$ cat config.mk
export PLATFORM = sky130hd
export DESIGN_NAME = sine_generator
export DESIGN_NICKNAME = d
export VERILOG_FILES = /design/src/rtl/sine_generator.sv
export SDC_FILE = /design/constraint.sdc
export NUM_CORES = 1
export LEC_CHECK = 0
export CAP_MARGIN = 20
export CORE_MARGIN = 5
export CORE_UTILIZATION = 49
export CTS_CLUSTER_DIAMETER = 50
export DETAILED_ROUTE_END_ITERATION = 8
export GPL_TIMING_DRIVEN = 0
export HOLD_SLACK_MARGIN = 0.03
export PLACE_DENSITY = 0.67
export SKIP_CTS_REPAIR_TIMING = 1
export SLEW_MARGIN = 10
export SYNTH_ARGS = -nofsm -noshare
export SYNTH_HDL_FRONTEND = slang
export SYNTH_SLANG_ARGS = --single-unit
$ cat constraint.sdc
create_clock -name clk_i -period 4.3 [get_ports clk_i]
set_input_delay 1.29 -clock clk_i [delete_from_list [all_inputs] [get_ports clk_i]]
set_output_delay 1.29 -clock clk_i [all_outputs]
set_load 0.1 [all_outputs]
$ cat src/rtl/sine_generator.sv
// -----------------------------------------------------------------------------
// sine_generator
//   Full-scale signed 16-bit test tone built from a 33-entry quarter-wave LUT.
//   There are 128 samples per period. The sample rate is the system clock
//   divided by 2^psc_i.
//
// Ports
//   clk_i   in   1   system clock, all state updates on the rising edge
//   rst_i   in   1   synchronous active-high reset (cnt, phase, output -> 0)
//   psc_i   in   4   prescaler exponent: one sample step every 2^psc_i clocks
//   sine_o  out  16  registered sine sample, two's complement
// -----------------------------------------------------------------------------
module sine_generator (
   input  logic               clk_i,
   input  logic               rst_i,
   input  logic [3:0]         psc_i,
   output logic signed [15:0] sine_o
);

   logic [14:0]        cnt_q, cnt_d;
   logic [6:0]         ph_q, ph_d;
   logic signed [15:0] sine_q, sine_d;
   logic [14:0]        term_cnt;
   logic               tick;

   // round(32767 * sin(2*pi*a/128)) for a = 0..32
   function automatic logic [14:0] quarter_lut(input logic [5:0] a);
      logic [14:0] v;
      case (a)
         6'd0:    v = 15'd0;
         6'd1:    v = 15'd1608;
         6'd2:    v = 15'd3212;
         6'd3:    v = 15'd4808;
         6'd4:    v = 15'd6393;
         6'd5:    v = 15'd7962;
         6'd6:    v = 15'd9512;
         6'd7:    v = 15'd11039;
         6'd8:    v = 15'd12539;
         6'd9:    v = 15'd14010;
         6'd10:   v = 15'd15446;
         6'd11:   v = 15'd16846;
         6'd12:   v = 15'd18204;
         6'd13:   v = 15'd19519;
         6'd14:   v = 15'd20787;
         6'd15:   v = 15'd22005;
         6'd16:   v = 15'd23170;
         6'd17:   v = 15'd24279;
         6'd18:   v = 15'd25329;
         6'd19:   v = 15'd26319;
         6'd20:   v = 15'd27245;
         6'd21:   v = 15'd28105;
         6'd22:   v = 15'd28898;
         6'd23:   v = 15'd29621;
         6'd24:   v = 15'd30273;
         6'd25:   v = 15'd30852;
         6'd26:   v = 15'd31356;
         6'd27:   v = 15'd31785;
         6'd28:   v = 15'd32137;
         6'd29:   v = 15'd32412;
         6'd30:   v = 15'd32609;
         6'd31:   v = 15'd32728;
         6'd32:   v = 15'd32767;
         default: v = 15'd0;
      endcase
      return v;
   endfunction

   // Quadrant decode. n[5] mirrors the index (L[32-a]) and n[6] negates.
   // The magnitude never exceeds 32767, so -32768 cannot be produced.
   function automatic logic signed [15:0] sample(input logic [6:0] n);
      logic [5:0]         a;
      logic signed [15:0] mag;
      a   = n[5] ? (6'd32 - {1'b0, n[4:0]}) : {1'b0, n[4:0]};
      mag = $signed({1'b0, quarter_lut(a)});
      return n[6] ? -mag : mag;
   endfunction

   // Terminal count 2^psc_i - 1, as a run of psc_i low ones.
   // It follows psc_i live. The >= compare forces an immediate tick when the
   // rate is raised while the count is already past the new limit.
   assign term_cnt = ~(15'h7fff << psc_i);
   assign tick     = (cnt_q >= term_cnt);

   always_comb begin
      cnt_d  = cnt_q + 15'd1;
      ph_d   = ph_q;
      sine_d = sine_q;
      if (tick) begin
         cnt_d  = 15'd0;
         ph_d   = ph_q + 7'd1;
         sine_d = sample(ph_q + 7'd1);
      end
   end

   always_ff @(posedge clk_i) begin
      if (rst_i) begin
         cnt_q  <= 15'd0;
         ph_q   <= 7'd0;
         sine_q <= 16'sd0;
      end else begin
         cnt_q  <= cnt_d;
         ph_q   <= ph_d;
         sine_q <= sine_d;
      end
   end

   assign sine_o = sine_q;

endmodule

==> metrics.txt, run 1 <==
status completed; Clock Pin Slew Worst Setup and Hold Paths 0.07 ns; met2 WL post-DR 5170 um; FF-to-FF Start ph_q[1]; Peak Freq 0.241 GHz; max layer used met4; Total Nets Final between 500 and 600; Diodes inserted 0; worst hold path type reg2reg; GRT Util Overall 23.4%; clock share of power 36.8%; die area just over 0.01 mm2; H-Tree Depth 2; Worst Slack Setup Final 0.153 ns; routability cong. between 0.9 and 1; Comb power frac 6.3%; Final Power between 0.0006 and 0.0007 W; Slew Limit Fails 0; Ports 22; DRT met1 WL 5550 um; Max Cap Viol 0; worst r2r path cells 16; Worst Path Arrival 4.32 ns; crit start category primary input; Finish-stage setup viols 0; maximum fanout along the worst path 8; final instance area 0.00459 mm2; vias in the first global route 3,834; clock insertion delay at the later pin of the skew report 0.29 ns; cell row count 33; Die X roughly 100 um; Min-Delay Path Depth 2; ys async rst share 0%; total gr overflow 0; most frequent cells in the layout 55 x nor2_1, 43 x nand2_1, 38 x dfxtp_1; slew at the pin closest to its max-slew limit 0.981 ns; PortBufs 21; mapped cell area about 0.004 mm2; leakage 1.74 nW; Detailed Route Iter0 Violations 299; final wirelength 12,000 um; RSZ-0062 raised after global routing no; initial core utilization 50.0%; hold_sp sine_o[2]; CORE AREA 0.00818 mm2; power density over cell area ~140 mW/mm2; Post-Syn Nets roughly 550; first-pass GRT wire length 19,500 um; Sw Ratio 23.6%; worst relative slew slack between 30% and 40%; synth warn 0; fin crit share 96.4%; Clock Skews 0.00411 ns; Synth cell types 92; DP HPWL 9000 um; EDFF count, synth 0; top_reg_cell synth dfxtp_1; Hold Path Sink sine_o[2]; # DRC 0; filler instances a little under 800; TritonCTS clock tree done; CTS Buffer Depth 2; CTS root buf clkbuf_8; met3 wire length 954 um; syn_area_per_cell 7.82 um2; FF-to-FF End sine_o[14]; CP required about 4.5 ns; flops & latches, synth 38; hold violation count in the final report 0; internal cell power about 0.00048 W; largest net degree at the start of global routing 13; Layout area overhead 12.3%; Routed Antenna Nets 0; worst vdd ir 154 uV; Min Hold Slack 0.483 ns; First-pass DRT Iterations 4; Net Switching about 0.00015 W; via count 4,165; drt wl/cell 18.4 um; vias per cell 6.36; CTS buffer count 5; CP endpoint kind flop; Placement Cell Area 0.00443 mm2; Synth Instances 522; pre-CTS setup slack -0.572 ns; Flop pwr share a little under three fifths; Setup CP Type in2reg; Seq/Total Area, Yosys between 10% and 20%; R2R Setup Slk 0.26 ns; Vert. Die Dim 101 um; layout cells sized above 1 16.5%; number of antenna violations at the first check in global routing 0; post-layout util 56.1%; clock period minus worst slack 4.15 ns; CTS Sinks 38; commonest non-fill, non-tap cell in the layout nor2_1
## how the worst max path moves through the flow
stage | depth (start not counted) | end | start | slack (ns)
floorplan | 14 | ph_q[4] | psc_i[1] | 0.51
global placement | 14 | sine_o[15] | psc_i[1] | -0.54
detailed placement | 14 | sine_o[15] | psc_i[1] | -0.57
CTS | 14 | sine_o[15] | psc_i[1] | -0.28
global route | 16 | sine_o[14] | ph_q[1] | 0.02
finish | 14 | sine_o[13] | psc_i[0] | 0.15
## synth_stat cells, drive strengths merged (4+ instances only)
cell	instances	area share, %
a31oi	10	1.5
a21o	6	1.1
dfxtp	38	19
or2	4	0.61
o22ai	4	0.77
o211ai	9	2.0
a22o	5	1.3
nor3	13	2.1
a21oi	36	4.7
and3	9	1.4
buf	24	4.2
and4	6	1.5
xnor2	21	5.0
nor2	58	5.8
a311oi	4	1.4
o21ai	27	3.4
a221oi	5	1.4
xor2	11	2.5
nand3	24	3.1
a211oi	11	2.6
o221ai	4	0.86
or3	6	1.0
nor3b	6	1.5
nand4	8	1.2
nand2b	8	1.3
ha	26	8.0
nand2	46	4.5
mux2i	8	2.0
inv	15	1.4
o21a	5	0.92
clkbuf	15	1.5
nor2b	4	0.61
## critical path, stage by stage
cell and delay [ns]:
clkdlybuf4s50_1 0.48, or2_2 0.34, nand2b_1 0.16, ha_1 0.26, nand2b_1 0.13, a21o_1 0.17, a21o_1 0.17, a21o_1 0.17
a21oi_1 0.19, o31a_1 0.25, o21a_4 0.22, or3_1 0.12, mux2i_1 0.06, a311o_1 0.32
## routing by layer
layer	global-route usage (%)	up-vias
met4	7.77	0
met5	0	-
li1	-	1989
met3	5.72	26
met2	34.8	180
met1	33.1	1970
## per-stage QoR
stage | instances | TNS, ns
after global placement | 648 | -12.25
after CTS | 655 | -3.78
after detailed placement | 648 | -12.90
final | 655 | 0
after floorplan | 522 | 0
after global routing | 655 | 0
## final cells by class
cell class	count	area, um2	share of cell area [%]
flip-flops and latches	38	761	16.6
clock inverters	2	10.0	0.218
plain buffers	38	244	5.32
repair buffers	22	220	4.80
multi-input cells	429	3090	67.4
clock buffers	5	68.8	1.50
well taps	105	131	2.86
inverters	16	60.1	1.31
## power groups by stage
| stage | Sequential [W] | Clock, W | Combinational, W |
|---|---|---|---|
| floorplan | 0.000365 | 0 | 0.0000253 |
| global placement | 0.000366 | 0 | 0.0000384 |
| detailed placement | 0.000366 | 0 | 0.0000390 |
| CTS | 0.000357 | 0.000238 | 0.0000394 |
| global route | 0.000358 | 0.000253 | 0.0000462 |
| finish | 0.000357 | 0.000231 | 0.0000398 |
## sequential cells by signal (all words and copies together) (netlist names)
name and count:
cnt_q 15, sine_o 16, ph_q 7
## cell families after synthesis
| group | synth area share, % |
|---|---|
| AOI/OAI and AO/OA | 29.9 |
| xor gates and xnor gates | 7.51 |
| buffers and inverters | 7.17 |
| adders and majority gates | 7.97 |
| and+or+nand+nor | 26.2 |
| muxes | 2.60 |
| DFF | 18.6 |
Power figures use the tool's default switching activity.
==> run 2: changes to the inputs <==
--- a/config.mk
+++ b/config.mk
@@ -6,7 +6,6 @@
 export NUM_CORES = 1
 export LEC_CHECK = 0
 export CAP_MARGIN = 20
-export CORE_MARGIN = 5
 export CORE_UTILIZATION = 49
 export CTS_CLUSTER_DIAMETER = 50
 export DETAILED_ROUTE_END_ITERATION = 8
==> metrics.txt, run 2 (synthesis results as in run 1) <==
Routed Antenna Nets 0 (unchanged); vias per cell 6.36 (about the same); crit start category primary input; Max Cap Viol 0 (unchanged); CP endpoint kind flop; Layout area overhead 13.9%; worst r2r path cells 16 (unchanged); maximum fanout along the worst path 7 (-1); final instance area 0.00465 mm2 (+1.4%); die area 0.00870 mm2 (-15%); worst relative slew slack 34.6% (+0.28 points); H-Tree Depth 2 (unchanged); first-pass GRT wire length 19,600 um (+0.64%); layout cells sized above 1 18.0% (+1.5 points); RSZ-0062 raised after global routing no; worst setup path end sine_o[13]; PortBufs 21 (unchanged); initial core utilization 51.8% (+1.8 points); FF-to-FF End sine_o[14]; Clock Pin Slew Worst Setup and Hold Paths 0.08 ns (about the same); FF-to-FF Start ph_q[1]; most frequent cells in the layout 55 x nor2_1, 43 x nand2_1, 37 x dfxtp_1; DRT met1 WL 5480 um (-1.3%); CTS Sinks 38 (unchanged); met2 WL post-DR 5450 um (+5.3%); vias in the first global route 3,853 (+0.50%); number of antenna violations at the first check in global routing 0 (unchanged); filler instances 719 (-7.8%); status completed; CP required 4.48 ns (about the same); cell row count 32 (-3.0%); Peak Freq 0.239 GHz (-1.0%); met3 wire length 969 um (+1.6%); Min-Delay Path Depth 2 (unchanged); Min Hold Slack 0.472 ns (-0.0106 ns); via count 4,178 (+0.31%); Vert. Die Dim 93.3 um (-7.9%); leakage 1.77 nW (+2.0%); largest net degree at the start of global routing 13 (unchanged); R2R Setup Slk 0.23 ns (-0.03 ns); Inst Count DP 645 (-0.46%); CTS buffer count 5 (unchanged); # DRC 0 (unchanged); clock insertion delay at the later pin of the skew report 0.30 ns (about the same); max reg flops 16 (unchanged); Worst Path Arrival 4.37 ns (+0.05 ns); TritonCTS clock tree done; GRT Util Overall 28.6% (+5.2 points); Finish-stage setup viols 0 (unchanged); CTS root buf clkbuf_8; CORE AREA 0.00789 mm2 (-3.5%); Post-Layout Cell Count 657 (+0.31%); Ports 22 (unchanged); worst hold path type reg2reg; Setup CP Type in2reg; fin crit share 97.4% (+1.0 points); max layer used met4; final wirelength 12,200 um (+0.90%); Clock Skews 0.00874 ns (+0.00463 ns); commonest non-fill, non-tap cell in the layout nor2_1; Die X 93.3 um (-7.9%); Diodes inserted 0 (unchanged); Detailed Route Iter0 Violations 335 (+12%); First-pass DRT Iterations 5 (+1); CP Launch Point psc_i[0]; slew at the pin closest to its max-slew limit 0.977 ns (-0.00424 ns); CTS Buffer Depth 2 (unchanged); Slew Limit Fails 0 (unchanged); worst vdd ir 131 uV (-15%); clock period minus worst slack 4.19 ns (+0.0429 ns); hold violation count in the final report 0 (unchanged); power density over cell area 151 mW/mm2 (+10%); drt wl/cell 18.5 um (+0.59%); Placement Cell Area 0.00442 mm2 (about the same); DP HPWL 8860 um (-1.6%); Total Nets Final 586 (+0.69%); total gr overflow 0 (unchanged); routability cong. 0.982 (+1.8%)
==> run 2: cell count changes in the layout (fill, tap and decap cells not counted), sizes merged <==
cell,before,now
bufinv,0,1
clkbuf,18,19
buf,26,29
==> run 2: layout make-up <==
type / instances / area [um2] / area share, %
multi-input combinational: 429 / 3100 / 66.6
timing repair buffer: 26 / 250 / 5.38
sequential: 38 / 762 / 16.4
inverter: 16 / 60.1 / 1.29
tap: 102 / 128 / 2.74
clock buffer: 5 / 68.8 / 1.48
clock inverter: 3 / 40.0 / 0.861
buffer: 38 / 245 / 5.27
==> run 2: power by group <==
part | switching (W) | total, W | internal [W]
sequential | 0.00000295 | 0.000357 | 0.000354
clock | 0.000133 | 0.000304 | 0.000171
combinational | 0.0000242 | 0.0000414 | 0.0000172
total | 0.000160 | 0.000702 | 0.000542
==> run 2: how the worst min path moves through the flow <==
stage               start          to
2_1_floorplan    cnt_q[0]    cnt_q[0]
3_5_place_dp   sine_o[12]  sine_o[12]
4_1_cts         sine_o[1]   sine_o[1]
5_1_grt          cnt_q[0]    cnt_q[0]
3_3_place_gp     cnt_q[0]    cnt_q[0]
6_report        sine_o[1]   sine_o[1]
==> run 2: stage by stage <==
step / setup TNS [ns] / power, W / worst slack [ns] / utilization, %
after floorplan: 0 / 0.000390 / 0.513 / -
after CTS: -4.96 / 0.000707 / -0.307 / 57.4
after detailed placement: -14.56 / 0.000405 / -0.604 / 56.1
after global placement: -12.46 / 0.000404 / -0.536 / 56.1
after global routing: 0 / 0.000735 / 0.0117 / 59.0
final: 0 / 0.000702 / 0.110 / 59.0
==> run 2: worst max-delay path, cell delays in order <==
cell	delay, ns
clkdlybuf4s50_1	0.49
or2_2	0.35
nand2b_1	0.16
ha_1	0.26
nand2b_1	0.14
a21o_1	0.17
a21o_1	0.18
a21o_1	0.18
a21oi_1	0.19
o31a_1	0.25
o21a_4	0.20
or3_1	0.12
mux2i_1	0.07
a311o_1	0.31
==> run 2: metal layers <==
metal / vias up / global-route usage, %
met5: - / 0
met4: 0 / 7.18
met3: 29 / 5.77
met2: 214 / 44.4
met1: 1939 / 40.2
li1: 1996 / -
